### src/rtl/rggen_rtl_pkg.sv
// Shared register-bus definitions: completion status encoding, access type,
// and small helpers used by the indirect access master.
package rggen_rtl_pkg;

  typedef enum logic [1:0] {
    RGGEN_OKAY         = 2'b00,
    RGGEN_EXOKAY       = 2'b01,
    RGGEN_SLAVE_ERROR  = 2'b10,
    RGGEN_DECODE_ERROR = 2'b11
  } rggen_status;

  // Bit 0 set means the access carries write data.
  typedef enum logic [1:0] {
    RGGEN_POSTED_WRITE = 2'b01,
    RGGEN_READ         = 2'b10,
    RGGEN_WRITE        = 2'b11
  } rggen_access;

  // OKAY and EXOKAY both count as success; the error codes share bit 1.
  function automatic logic rggen_status_ok(logic [1:0] status);
    return !status[1];
  endfunction

  function automatic rggen_access rggen_access_from_write(logic write);
    return write ? RGGEN_WRITE : RGGEN_READ;
  endfunction

endpackage

### src/rtl/rggen_indirect_access_master.sv
// Indirect register access initiator: writes the index register, then reads
// or writes the shared data register, and returns one response. The last
// successfully written index is cached so a repeated index can skip the
// index write.
module rggen_indirect_access_master
  import rggen_rtl_pkg::*;
#(
  parameter int                         ADDRESS_WIDTH        = 8,
  parameter int                         BUS_WIDTH            = 32,
  parameter int                         INDEX_WIDTH          = 1,
  parameter logic [ADDRESS_WIDTH-1:0]   INDEX_ADDRESS        = '0,
  parameter logic [ADDRESS_WIDTH-1:0]   DATA_ADDRESS         = '0,
  parameter int                         INDEX_LSB            = 0,
  parameter bit                         SKIP_REDUNDANT_INDEX = 1'b1
)(
  input  logic                     i_clk,
  input  logic                     i_rst,
  input  logic                     i_cmd_valid,
  output logic                     o_cmd_ready,
  input  logic                     i_cmd_write,
  input  logic [INDEX_WIDTH-1:0]   i_cmd_index,
  input  logic [BUS_WIDTH-1:0]     i_cmd_data,
  input  logic [BUS_WIDTH/8-1:0]   i_cmd_strobe,
  output logic                     o_rsp_valid,
  input  logic                     i_rsp_ready,
  output logic [BUS_WIDTH-1:0]     o_rsp_data,
  output logic [1:0]               o_rsp_status,
  output logic                     o_bus_valid,
  output logic                     o_bus_write,
  output logic [ADDRESS_WIDTH-1:0] o_bus_address,
  output logic [BUS_WIDTH-1:0]     o_bus_write_data,
  output logic [BUS_WIDTH/8-1:0]   o_bus_strobe,
  input  logic                     i_bus_ready,
  input  logic [1:0]               i_bus_status,
  input  logic [BUS_WIDTH-1:0]     i_bus_read_data
);

  localparam int STRB_W = BUS_WIDTH / 8;

  typedef enum logic [1:0] {
    IDLE,
    INDEX,
    DATA,
    RESPOND
  } state_e;

  state_e                 state;
  rggen_access            cmd_access;
  logic [INDEX_WIDTH-1:0] cmd_index_q;
  logic [BUS_WIDTH-1:0]   cmd_data_q;
  logic [STRB_W-1:0]      cmd_strobe_q;
  logic [INDEX_WIDTH-1:0] index_cache;
  logic                   cache_valid;

  logic                   index_hit;
  logic                   data_write;
  logic [BUS_WIDTH-1:0]   data_wdata;
  logic [STRB_W-1:0]      data_strobe;

  // Index value placed at its field position, every other bit zero.
  function automatic logic [BUS_WIDTH-1:0] index_word(logic [INDEX_WIDTH-1:0] idx);
    return BUS_WIDTH'(idx) << INDEX_LSB;
  endfunction

  assign index_hit = SKIP_REDUNDANT_INDEX && cache_valid && (i_cmd_index == index_cache);

  // Data-phase request: taken straight from the command port when the data
  // phase starts from IDLE (index skip), otherwise from the latched command.
  always_comb begin
    data_write  = cmd_access == RGGEN_WRITE;
    data_wdata  = cmd_data_q;
    data_strobe = cmd_strobe_q;
    if (state == IDLE) begin
      data_write  = i_cmd_write;
      data_wdata  = i_cmd_data;
      data_strobe = i_cmd_strobe;
    end
    if (!data_write) begin
      data_strobe = '1;
    end
  end

  // Access sequencer with registered command, bus and response outputs.
  always_ff @(posedge i_clk) begin
    if (i_rst) begin
      state            <= IDLE;
      cmd_access       <= RGGEN_READ;
      cmd_index_q      <= '0;
      cmd_data_q       <= '0;
      cmd_strobe_q     <= '0;
      index_cache      <= '0;
      cache_valid      <= 1'b0;
      o_cmd_ready      <= 1'b1;
      o_rsp_valid      <= 1'b0;
      o_rsp_data       <= '0;
      o_rsp_status     <= '0;
      o_bus_valid      <= 1'b0;
      o_bus_write      <= 1'b0;
      o_bus_address    <= '0;
      o_bus_write_data <= '0;
      o_bus_strobe     <= '0;
    end else begin
      case (state)
        IDLE: begin
          if (i_cmd_valid) begin
            cmd_access   <= rggen_access_from_write(i_cmd_write);
            cmd_index_q  <= i_cmd_index;
            cmd_data_q   <= i_cmd_data;
            cmd_strobe_q <= i_cmd_strobe;
            o_cmd_ready  <= 1'b0;
            o_bus_valid  <= 1'b1;
            if (index_hit) begin
              state            <= DATA;
              o_bus_write      <= data_write;
              o_bus_address    <= DATA_ADDRESS;
              o_bus_write_data <= data_wdata;
              o_bus_strobe     <= data_strobe;
            end else begin
              state            <= INDEX;
              o_bus_write      <= 1'b1;
              o_bus_address    <= INDEX_ADDRESS;
              o_bus_write_data <= index_word(i_cmd_index);
              o_bus_strobe     <= '1;
            end
          end
        end

        INDEX: begin
          if (i_bus_ready) begin
            if (rggen_status_ok(i_bus_status)) begin
              index_cache      <= cmd_index_q;
              cache_valid      <= 1'b1;
              state            <= DATA;
              o_bus_write      <= data_write;
              o_bus_address    <= DATA_ADDRESS;
              o_bus_write_data <= data_wdata;
              o_bus_strobe     <= data_strobe;
            end else begin
              // The index register state is unknown after an error.
              cache_valid      <= 1'b0;
              state            <= RESPOND;
              o_rsp_valid      <= 1'b1;
              o_rsp_status     <= i_bus_status;
              o_rsp_data       <= '0;
              o_bus_valid      <= 1'b0;
              o_bus_write      <= 1'b0;
              o_bus_address    <= '0;
              o_bus_write_data <= '0;
              o_bus_strobe     <= '0;
            end
          end
        end

        DATA: begin
          if (i_bus_ready) begin
            state            <= RESPOND;
            o_rsp_valid      <= 1'b1;
            o_rsp_status     <= i_bus_status;
            o_rsp_data       <= (cmd_access == RGGEN_WRITE) ? '0 : i_bus_read_data;
            o_bus_valid      <= 1'b0;
            o_bus_write      <= 1'b0;
            o_bus_address    <= '0;
            o_bus_write_data <= '0;
            o_bus_strobe     <= '0;
          end
        end

        RESPOND: begin
          if (i_rsp_ready) begin
            state       <= IDLE;
            o_rsp_valid <= 1'b0;
            o_cmd_ready <= 1'b1;
          end
        end

        default: state <= IDLE;
      endcase
    end
  end

endmodule

### config.mk
export PLATFORM = sky130hd
export DESIGN_NAME = rggen_indirect_access_master
export DESIGN_NICKNAME = d
export VERILOG_FILES = /design/src/rtl/rggen_rtl_pkg.sv /design/src/rtl/rggen_indirect_access_master.sv
export SDC_FILE = /design/constraint.sdc
export NUM_CORES = 1
export LEC_CHECK = 0
export ABC_CLOCK_PERIOD_IN_PS = 2070
export CORE_UTILIZATION = 45
export CTS_CLUSTER_SIZE = 25
export DETAILED_ROUTE_END_ITERATION = 12
export PLACE_DENSITY_LB_ADDON = 0.1
export SYNTH_ARGS = -nofsm -noshare
export SYNTH_HDL_FRONTEND = slang
export SYNTH_SLANG_ARGS = --single-unit
### constraint.sdc
create_clock -name i_clk -period 2.07 [get_ports i_clk]
set_input_delay 0.414 -clock i_clk [delete_from_list [all_inputs] [get_ports i_clk]]
set_output_delay 0.414 -clock i_clk [all_outputs]
set_load 0.01 [all_outputs]
==> flow_summary.json <==
{
  "insertion_delay_ps": 500,
  "rsz0062_at_grt": "false",
  "first_pass_iters": 4,
  "die_y_um": 104,
  "netlist_area_um2": 4660,
  "total_power_w": 0.00879,
  "cap_violations": 0,
  "worst-path-max-fanout": 15,
  "p_leak_nw": 2.68,
  "synth_edf_count": 0,
  "maxSlewHeadroom_pct": 51.9,
  "ir_drop_uv": 659,
  "synth_cells": 528,
  "clock-skew-final_ps": 14.5,
  "path_buf_inv": 3,
  "worstPathCellList": "inv_1, ha_1, o21ba_1, nor3_2, buf_4, nor2_2, buf_12, o2bb2ai_1",
  "synth_ff_type": "dfxtp_1",
  "fp-row-count": 36,
  "intPower_w": 0.00597,
  "gp_congestion": 0.794,
  "synthSimpleGateAreaFrac_pct": 16.0,
  "cp-start-kind": "register",
  "die_w_um": 104,
  "htree_num_levels": 4,
  "antenna_found_initial": 0,
  "via_per_inst": 5.19,
  "layout_commonest_cell": "clkdlybuf4s50_1",
  "wl_per_cell_um": 14.8,
  "fmax_mhz": 516,
  "cts_resized": 1,
  "hold_class": "input pin to register",
  "synthArstFlopShare_pct": 0,
  "cts.hold.buffers_added": 0,
  "final_area_um2": 6990,
  "drtIter0Drc": 189,
  "fin_crit_sh_pct": 93.6,
  "die_area_um2": 10800,
  "root_buffer": "clkbuf_8",
  "layout-drive-gt1-share_pct": 9.57,
  "ys_seq_area_share_pct": 49.8,
  "grt_usage_pct": 23.1,
  "reg2reg_from": "state[1]",
  "p_comb_share_pct": 33.4,
  "tightestPinTransition_ps": 721,
  "synth-seq-cells": 116,
  "critPathLaunch": "state[1]",
  "postLayoutCoreUtil_pct": 70.5,
  "grt_pass1_wl_um": 20300,
  "required_ps": 2440,
  "netSwitchingFraction_pct": 32.0,
  "drv_slew": 0,
  "place_area_um2": 6350,
  "min_from": "i_rst",
  "syn_area_per_cell_um2": 8.83,
  "yosys_warnings": 0,
  "synthMuxAreaShare_pct": 8.51,
  "drc": 0,
  "critical_path_class": "register to register",
  "overflow": 0,
  "routed-via-count": 4268,
  "cp_top_family": "buffers and inverters",
  "synth-xor-area-share_pct": 0.188,
  "critPathCaptureType": "register",
  "synth_top_family_by_area": "compound AO/OA/AOI/OAI gates",
  "yosys.area_share.adder_pct": 1.61,
  "run_status": "completed",
  "nets": 760,
  "power_frac_clock_pct": 34.9,
  "cts_tree": "done",
  "ios": 159,
  "drt_wl_total_um": 12100,
  "power_density_nw_per_um2": 1260,
  "clock_sinks": 116,
  "diodes": 0,
  "fin_ws_ps": 132,
  "initial_core_util_pct": 47.0,
  "crit_slowest_cell": "dfxtp_1",
  "fin_crit_ps": 1940,
  "postCtsSetupRepairBufs": 0,
  "grt_max_degree": 51,
  "core-area_um2": 9910,
  "hold_violations": 0,
  "ys_types": 42,
  "power.share.sequential_pct": 31.7,
  "pre_cts_slack_ps": -23.6,
  "setup_viol_count_final": 0,
  "area_delta_synth_final_pct": 49.9,
  "mostFrequentLayoutCells": "149 x clkdlybuf4s50_1, 120 x nand2_1, 116 x dfxtp_1",
  "place_hpwl_um": 8150,
  "p_sw_w": 0.00282,
  "detail-route-antenna-nets": 0,
  "grt_pass1_vias": 4197,
  "cts-buffers-inserted": 17,
  "slowest_delay_ps": 370,
  "worstPathArrival_ps": 2310,
  "path_clk_slew_ps": 60,
  "io_buffers": 150,
  "cts_buffer_depth": 2,
  "synth_compound_area_share_pct": 18.1
}
[tightest hold or removal path: cells and delay by family]
family          cells  cell delay (ps)
compound gates      2              270
buf+inv             1              130
[final cells by class]
cell class | count | area [um2]
clock inverters | 14 | 204
multi-input cells | 364 | 2120
repair buffers | 173 | 1730
fillers | 782 | 2920
well taps | 133 | 166
flip-flops and latches | 116 | 2320
inverters | 5 | 18.8
clock buffers | 18 | 428
[power groups by stage]
stage	sequential (W)	clock, W	combinational, W
floorplan	0.00288	0	0.00170
global placement	0.00281	0	0.00287
detailed placement	0.00282	0	0.00294
CTS	0.00278	0.00313	0.00296
global route	0.00282	0.00322	0.00321
finish	0.00278	0.00307	0.00294
[worst paths after layout]
check                               to  slack, ps  depth (start not counted)
setup / recovery  o_bus_write_data[18]        130                          8
hold / removal     o_bus_write_data[0]        360                          3
setup reg to reg  o_bus_write_data[18]        130                          8
hold reg to reg          o_rsp_data[0]        450                          2
[registers in the layout (all words and copies together), names as in the netlist, 2 cells and up]
name / count
cmd_strobe_q: 4
o_bus_write_data: 32
o_rsp_data: 32
cmd_data_q: 32
o_rsp_status: 2
state: 2
o_bus_strobe: 4
[per-stage QoR]
stage	cells	setup TNS, ps	hold slack, ps
after floorplan	535	0	434
after global placement	791	0	437
after detailed placement	791	-41.2	443
after CTS	823	0	335
after global routing	823	0	350
final	823	0	364
[layer usage]
| metal | wire length (um) | share of wire (%) | global-route usage (%) | vias up |
|---|---|---|---|---|
| li1 | - | - | - | 2110 |
| met1 | 5510 | 45 | 29.1 | 2006 |
| met2 | 5820 | 48 | 38.0 | 146 |
| met3 | 744 | 6.1 | 6.92 | 6 |
| met4 | 72 | 0.59 | 7.14 | 0 |
| met5 | 0 | 0 | 0 | - |
[cells in the mapped netlist, types with 2 or more instances]
| master | n | area share [%] |
|---|---|---|
| nand2_1 | 120 | 9.7 |
| dfxtp_1 | 116 | 50 |
| a21oi_1 | 78 | 8.4 |
| mux2i_1 | 34 | 7.3 |
| nand3_1 | 32 | 3.4 |
| o2bb2ai_1 | 32 | 6.0 |
| clkbuf_1 | 23 | 1.9 |
| buf_4 | 12 | 1.9 |
| nor2_1 | 11 | 0.89 |
| buf_2 | 8 | 0.86 |
| buf_1 | 7 | 0.56 |
| a211oi_1 | 6 | 0.97 |
| ha_1 | 6 | 1.6 |
| inv_1 | 5 | 0.40 |
| mux2_2 | 4 | 0.97 |
| o21ai_0 | 4 | 0.43 |
| and2b_1 | 3 | 0.48 |
| and2_1 | 2 | 0.27 |
| nand2b_1 | 2 | 0.27 |
[cells by family after synthesis]
group	after synthesis
xor+xnor	1
flops	116
mux	39
simple gates	177
fa+ha+maj	6
compound gates	133
other cells	1
buf+inv	55
No activity file was read; power rests on OpenSTA's default activity.
